$ cat src/rtl/tpu_accum_pkg.sv
// tpu_accum_pkg: shared FSM states and arithmetic helpers for the accumulator read-modify-write path
package tpu_accum_pkg;
   typedef enum logic [1:0] {IDLE, RUN, DRAIN, DONE} state_t;
   function automatic int addr_width(input int rows, input int out_cols, input int arr_cols);
      return $clog2(rows * (out_cols / arr_cols));
   endfunction
   // Operands arrive sign-extended to 64 bits, so the sum is exact before clamping to w-bit signed range
   function automatic logic signed [63:0] sat_add(input logic signed [63:0] a, input logic signed [63:0] b, input int w);
      logic signed [63:0] s, hi, lo;
      s = a + b;
      hi = (64'sd1 <<< (w - 1)) - 64'sd1;
      lo = -hi - 64'sd1;
      return s > hi ? hi : (s < lo ? lo : s);
   endfunction
endpackage

$ cat src/rtl/accum_rmw_lane.sv
// accum_rmw_lane: one column's row counter and 3-stage read-modify-write pipeline
module accum_rmw_lane import tpu_accum_pkg::*; #(
   parameter int DATA_WIDTH = 16,
   parameter int ADDR_W = 10
) (
   input  logic                  clk,
   input  logic                  reset,
   input  logic                  clr,
   input  logic                  run,
   input  logic                  accumulate,
   input  logic [ADDR_W-1:0]     base_addr,
   input  logic [ADDR_W:0]       num_rows,
   input  logic                  psum_valid,
   input  logic [DATA_WIDTH-1:0] psum_data,
   input  logic [DATA_WIDTH-1:0] rd_data,
   output logic                  rd_en,
   output logic [ADDR_W-1:0]     rd_address,
   output logic                  wr_en,
   output logic [ADDR_W-1:0]     wr_address,
   output logic [DATA_WIDTH-1:0] wr_data,
   output logic                  full,
   output logic                  empty,
   output logic                  bad
);
   logic [ADDR_W:0] cnt;
   logic take, s1_v, s2_v;
   logic [ADDR_W-1:0] s2_addr;
   logic [DATA_WIDTH-1:0] s1_psum, s2_psum;
   assign take = psum_valid && run && cnt < num_rows;
   assign bad = psum_valid && !take;
   assign full = cnt == num_rows;
   assign empty = !(s1_v || s2_v || wr_en);
   // Stage 1 address doubles as rd_address; stage 2 waits out the table's one-cycle read latency
   always_ff @(posedge clk or posedge reset)
      if (reset) begin
         cnt <= '0;
         s1_v <= 1'b0;
         rd_en <= 1'b0;
         rd_address <= '0;
         s1_psum <= '0;
         s2_v <= 1'b0;
         s2_addr <= '0;
         s2_psum <= '0;
         wr_en <= 1'b0;
         wr_address <= '0;
         wr_data <= '0;
      end else begin
         cnt <= clr ? '0 : cnt + (ADDR_W+1)'(take);
         s1_v <= take;
         rd_en <= take && accumulate;
         if (take) begin
            rd_address <= base_addr + cnt[ADDR_W-1:0];
            s1_psum <= psum_data;
         end
         s2_v <= s1_v;
         s2_addr <= rd_address;
         s2_psum <= s1_psum;
         wr_en <= s2_v;
         if (s2_v) begin
            wr_address <= s2_addr;
            wr_data <= accumulate ? DATA_WIDTH'(sat_add(64'($signed(rd_data)), 64'($signed(s2_psum)), DATA_WIDTH)) : s2_psum;
         end
      end
endmodule

$ cat src/rtl/accum_rmw_ctrl.sv
// accum_rmw_ctrl: pass FSM and per-column read-modify-write lanes in front of the accumulator table
module accum_rmw_ctrl import tpu_accum_pkg::*; #(
   parameter int DATA_WIDTH = 16,
   parameter int MAX_ROWS_NUM = 128,
   parameter int MAX_OUT_COLS = 128,
   parameter int SYS_ARR_COLS = 16,
   localparam int ADDR_W = addr_width(MAX_ROWS_NUM, MAX_OUT_COLS, SYS_ARR_COLS)
) (
   input  logic                              clk,
   input  logic                              reset,
   input  logic                              start,
   input  logic [ADDR_W-1:0]                 base_addr,
   input  logic [ADDR_W:0]                   num_rows,
   input  logic                              accumulate,
   input  logic [SYS_ARR_COLS-1:0]           psum_valid,
   input  logic [DATA_WIDTH*SYS_ARR_COLS-1:0] psum_data,
   output logic [SYS_ARR_COLS-1:0]           rd_en,
   output logic [ADDR_W*SYS_ARR_COLS-1:0]    rd_address,
   input  logic [DATA_WIDTH*SYS_ARR_COLS-1:0] rd_data,
   output logic [SYS_ARR_COLS-1:0]           wr_en,
   output logic [ADDR_W*SYS_ARR_COLS-1:0]    wr_address,
   output logic [DATA_WIDTH*SYS_ARR_COLS-1:0] wr_data,
   output logic                              busy,
   output logic                              done,
   output logic                              ovf_err
);
   state_t state, nxt;
   logic [ADDR_W-1:0] base_q;
   logic [ADDR_W:0] rows_q;
   logic acc_q, accept;
   logic [SYS_ARR_COLS-1:0] full, empty, bad;
   assign accept = state == IDLE && start;
   always_comb begin
      nxt = state;
      if (accept) nxt = num_rows == '0 ? DONE : RUN;
      else if (state == RUN && &full) nxt = DRAIN;
      else if (state == DRAIN && &empty) nxt = DONE;
      else if (state == DONE) nxt = IDLE;
   end
   always_ff @(posedge clk or posedge reset)
      if (reset) begin
         state <= IDLE;
         done <= 1'b0;
         busy <= 1'b0;
         ovf_err <= 1'b0;
         base_q <= '0;
         rows_q <= '0;
         acc_q <= 1'b0;
      end else begin
         state <= nxt;
         done <= state == DONE;
         busy <= nxt != IDLE;
         ovf_err <= (ovf_err && !accept) || |bad;
         if (accept) begin
            base_q <= base_addr;
            rows_q <= num_rows;
            acc_q <= accumulate;
         end
      end
   for (genvar c = 0; c < SYS_ARR_COLS; c++) begin : g_lane
      accum_rmw_lane #(.DATA_WIDTH(DATA_WIDTH), .ADDR_W(ADDR_W)) u_lane (
         .clk(clk),
         .reset(reset),
         .clr(accept),
         .run(state == RUN),
         .accumulate(acc_q),
         .base_addr(base_q),
         .num_rows(rows_q),
         .psum_valid(psum_valid[c]),
         .psum_data(psum_data[c*DATA_WIDTH +: DATA_WIDTH]),
         .rd_data(rd_data[c*DATA_WIDTH +: DATA_WIDTH]),
         .rd_en(rd_en[c]),
         .rd_address(rd_address[c*ADDR_W +: ADDR_W]),
         .wr_en(wr_en[c]),
         .wr_address(wr_address[c*ADDR_W +: ADDR_W]),
         .wr_data(wr_data[c*DATA_WIDTH +: DATA_WIDTH]),
         .full(full[c]),
         .empty(empty[c]),
         .bad(bad[c])
      );
   end
endmodule

$ cat config.mk
export PLATFORM = sky130hd
export DESIGN_NAME = accum_rmw_ctrl
export DESIGN_NICKNAME = d
export VERILOG_FILES = /design/src/rtl/tpu_accum_pkg.sv /design/src/rtl/accum_rmw_lane.sv /design/src/rtl/accum_rmw_ctrl.sv
export SDC_FILE = /design/constraint.sdc
export NUM_CORES = 2
export LEC_CHECK = 0
export CORE_AREA = 3 3 453 455
export DETAILED_ROUTE_END_ITERATION = 6
export DIE_AREA = 0 0 456 458
export PLACE_DENSITY_LB_ADDON = 0.15
export SLEW_MARGIN = 20
export SYNTH_ARGS = -nofsm -noshare
export SYNTH_HDL_FRONTEND = slang
export SYNTH_HIERARCHICAL = 1
export SYNTH_SLANG_ARGS = --single-unit
export TNS_END_PERCENT = 50
$ cat constraint.sdc
create_clock -name clk -period 5.61 [get_ports clk]
set_input_delay 1.122 -clock clk [delete_from_list [all_inputs] [get_ports clk]]
set_output_delay 1.122 -clock clk [all_outputs]
set_load 0.01 [all_outputs]
==> summary.md <==
| Metric | Value |
|---|---|
| Min Tclk post-route | `4.242 ns` |
| Most common cell after layout, fill and taps aside | `dfrtp_1` |
| Worst-Skew Late Latency | `0.82 ns` |
| CP Max Fanout | `38` |
| Fmax achieved | `around 240 MHz` |
| CTS hold repair buffers | `0` |
| FFs w/ async S/R, synth | `between 90% and 100%` |
| WHS | `about 0.36 ns` |
| Via count | `61830` |
| Largest area contributor in the netlist | `dfrtp_1` |
| Synthesized area | `80420 um^2` |
| Status | `finished, final reports clean` |
| Fin util | `between 40% and 50%` |
| Netlist cell types | `60` |
| Reg clk slew, reported paths | `roughly 0.06 ns` |
| Worst r2r src | `rows_q[1]` |
| Hold depth | `0` |
| Total CTS buffers | `roughly 170` |
| Post-DP Area | `~95000 um^2` |
| EDFF count, synth | `0` |
| Switching power | `around 19 mW` |
| Pre-antenna DRT Iters | `5` |
| Slew @ Worst Pin | `between 1 and 1.5 ns` |
| Drt via density | `between 5 and 6` |
| Reg2reg setup slack | `between 1 and 1.5 ns` |
| Mapped Cells | `7476` |
| # H-tree levels | `4` |
| Share of the synthesized area in the top cell type | `47.14%` |
| R2R Path End | `g_lane[4].u_lane/cnt[10]` |
| Final worst-path cycle share | `75.61%` |
| Leakage | `about 44 nW` |
| Largest net degree at the start of global routing | `between 100 and 150` |
| Layout area overhead | `25.23%` |
| Root Driver | `clkbuf_16` |
| Iter 0 DRT Violations | `approximately 4100` |
| Hold crit path type | `flip-flop to flip-flop` |
| Die extent in x | `456 um` |
| Critical path class | `flip-flop to flip-flop` |
| WL/cell | `roughly 23 um` |
| Arr. time, crit path | `4.90 ns` |
| Clock power frac | `23.2%` |
| Hpwl dp | `around 200 mm` |
| Crit. End Element | `flip-flop` |
| GPL Wtd Cong | `0.9079` |
| Register share of total power | `around 36%` |
| Slew Limit Fails | `0` |
| Worst hold start | `g_lane[2].u_lane/s1_psum[12]` |
| Fin area | `100700 um^2` |
| Antenna violations before repair | `32` |
| Final hold violations | `0` |
| Grt ovf | `0` |
| Seq cells post-synth | `1515` |
| Commonest cells after routing, fill and taps aside | `dfrtp_1, clkdlybuf4s50_1, ha_1` |
| CTS sink cnt | `between 1500 and 2000` |
| Post-CTS sizing | `0` |
| Worst endpoint required time | `approximately 6.3 ns` |
| GRT Total Usage | `around 25%` |
| Maxcap violations | `0` |
| Final ANT Viol Nets | `0` |
| Synth warnings | `6` |
| Setup_tns | `0 ns` |
| Die H | `458 um` |
| Top_reg_cell synth | `dfrtp_1` |
| IO Pins | `roughly 1200` |
| Synth area leaders | `dfrtp_1, ha_1, mux2_2, a21oi_1, o21ai_0` |
| PwrDens | `499.7 nW/um^2` |
| Final-stage net count | `roughly 9800` |
| Final setup violation count | `0` |
| Pint | `between 30 and 40 mW` |
| Layout cells sized above 1 | `approximately 13%` |
| Final wirelength | `267.9 mm` |
| Crit start category | `flip-flop` |
| Residual DRC | `0` |
| Clock skew | `between 0.03 and 0.04 ns` |
| Die area | `between 200000 and 250000 um^2` |
| Sw frac | `a little under two fifths` |
| Comb pwr share | `slightly above 40%` |
| Global-route wire length before repair | `roughly 400 mm` |
| Post-CTS setup buffer count | `0` |
| CTS Buffer Depth | `3` |
| Row cnt | `165` |
| Core Box Area | `roughly 200000 um^2` |
| Seq/Total Area, Yosys | `between 40% and 50%` |
| RSZ-0062 raised after global routing | `no` |
| Rel. slew slack | `between 10% and 20%` |
| Syn nets | `8669` |
| Worst-case reg-to-reg path depth | `14` |
| Worst vdd ir | `0.0003350 V` |
| # port buffers | `1163` |
| Initial Utilization | `39.87%` |
| CTS tree | `yes` |
| Number of global-route vias before repair | `between 60000 and 70000` |
| Synth Area per Inst | `around 11 um^2` |
| Worst Hold Endpoint | `g_lane[2].u_lane/s2_psum[12]` |
-- area by class of cell --
cell class | instances | area, um^2
fill | 18330 | 101000
multi-input combinational | 5301 | 39840
sequential | 1515 | 37940
timing repair buffer | 1210 | 12010
clock buffer | 240 | 4952
tap | 2672 | 3343
inverter | 418 | 1605
clock inverter | 68 | 948.4
antenna | 24 | 60.06
-- power by group through the flow --
stage	Clock [mW]	Sequential, mW	Combinational [mW]
2_1_floorplan	0	17.7	11.0
3_3_place_gp	0	18.5	20.0
3_5_place_dp	0	18.5	20.3
4_1_cts	12.0	18.4	20.5
5_1_grt	12.5	18.8	22.3
6_report	11.7	18.3	20.3
-- state kept, by name, indices dropped and copies added (netlist names) --
signal,flops
g_lane.u_lane/s2_psum,256
g_lane.u_lane/wr_address,160
done,1
g_lane.u_lane/wr_en,16
state,2
busy,1
base_q,10
g_lane.u_lane/s2_v,16
g_lane.u_lane/rd_en,16
g_lane.u_lane/wr_data,256
g_lane.u_lane/rd_address,160
acc_q,1
ovf_err,1
g_lane.u_lane/cnt,176
g_lane.u_lane/s1_psum,256
rows_q,11
g_lane.u_lane/s1_v,16
g_lane.u_lane/s2_addr,160
-- cells in the mapped netlist (18+ instances only) --
cell type / n
nand3_1: 145
nor3b_1: 32
a211o_1: 48
o31ai_1: 64
o211ai_1: 64
o311ai_1: 32
nand2b_1: 81
nand4_1: 57
xnor2_1: 160
clkbuf_1: 160
dfrtp_1: 1515
nor2b_1: 257
o21ai_0: 433
o21a_1: 32
fa_1: 32
nor2_1: 354
maj3_1: 48
buf_6: 18
or3_1: 96
ha_1: 608
a21boi_0: 33
and2_1: 33
a21oi_1: 528
a21o_1: 96
o21ai_1: 80
mux2_2: 502
xor2_1: 192
nor3_1: 82
buf_2: 64
o22ai_1: 128
a211oi_1: 64
o311ai_0: 32
inv_1: 418
maj3_2: 80
mux2i_1: 48
and3_1: 49
nand2_1: 513
a31oi_1: 32
-- critical path, stage by stage (launching register included) --
cell and delay (ns):
dfrtp_2 0.79, inv_1 0.10, ha_1 0.33, nor2b_1 0.14
o21a_1 0.16, o21ai_0 0.21, a211oi_1 0.10, or4_2 0.99
inv_1 0.23, ha_1 0.21, ha_1 0.26, nand3_1 0.16
nor2_1 0.18, xnor2_1 0.14, nor2_1 0.05
-- per-layer routing --
metal,GRT usage [%],routed length (um),share of wire (%)
met5,0,47,0.018
met2,42.23,129600,48
met1,31.13,110900,41
met4,10.61,12260,4.6
met3,5.252,15100,5.6
-- per-stage QoR --
stage                     instances  worst slack, ns  power [mW]
after floorplan                7476            2.068       28.70
after global placement        11120            1.166       38.47
after detailed placement      11120            1.187       38.88
after CTS                     11420            1.203       50.92
after global routing          11440            1.086       53.51
final                         11450            1.368       50.32
-- worst max-delay path by stage --
stage                               end           from  slack, ns
6_report       g_lane[4].u_lane/cnt[10]      rows_q[1]       1.37
5_1_grt        g_lane[4].u_lane/cnt[10]      rows_q[1]       1.09
4_1_cts                         ovf_err      rows_q[1]       1.20
3_5_place_dp                    ovf_err  psum_valid[0]       1.19
3_3_place_gp                    ovf_err  psum_valid[0]       1.17
2_1_floorplan   g_lane[0].u_lane/cnt[0]          reset       2.07
-- cells by family after synthesis --
| logic type | synth area share, % |
|---|---|
| XOR/XNOR | 4.157 |
| adder cells (fa/ha/maj) | 11.97 |
| buffers and inverters | 3.348 |
| AND/OR/NAND/NOR | 11.37 |
| AO/OA/AOI/OAI | 14.38 |
| multiplexers | 7.627 |
| flip-flops | 47.14 |
Note: power is estimated with default switching activity, not from simulation.
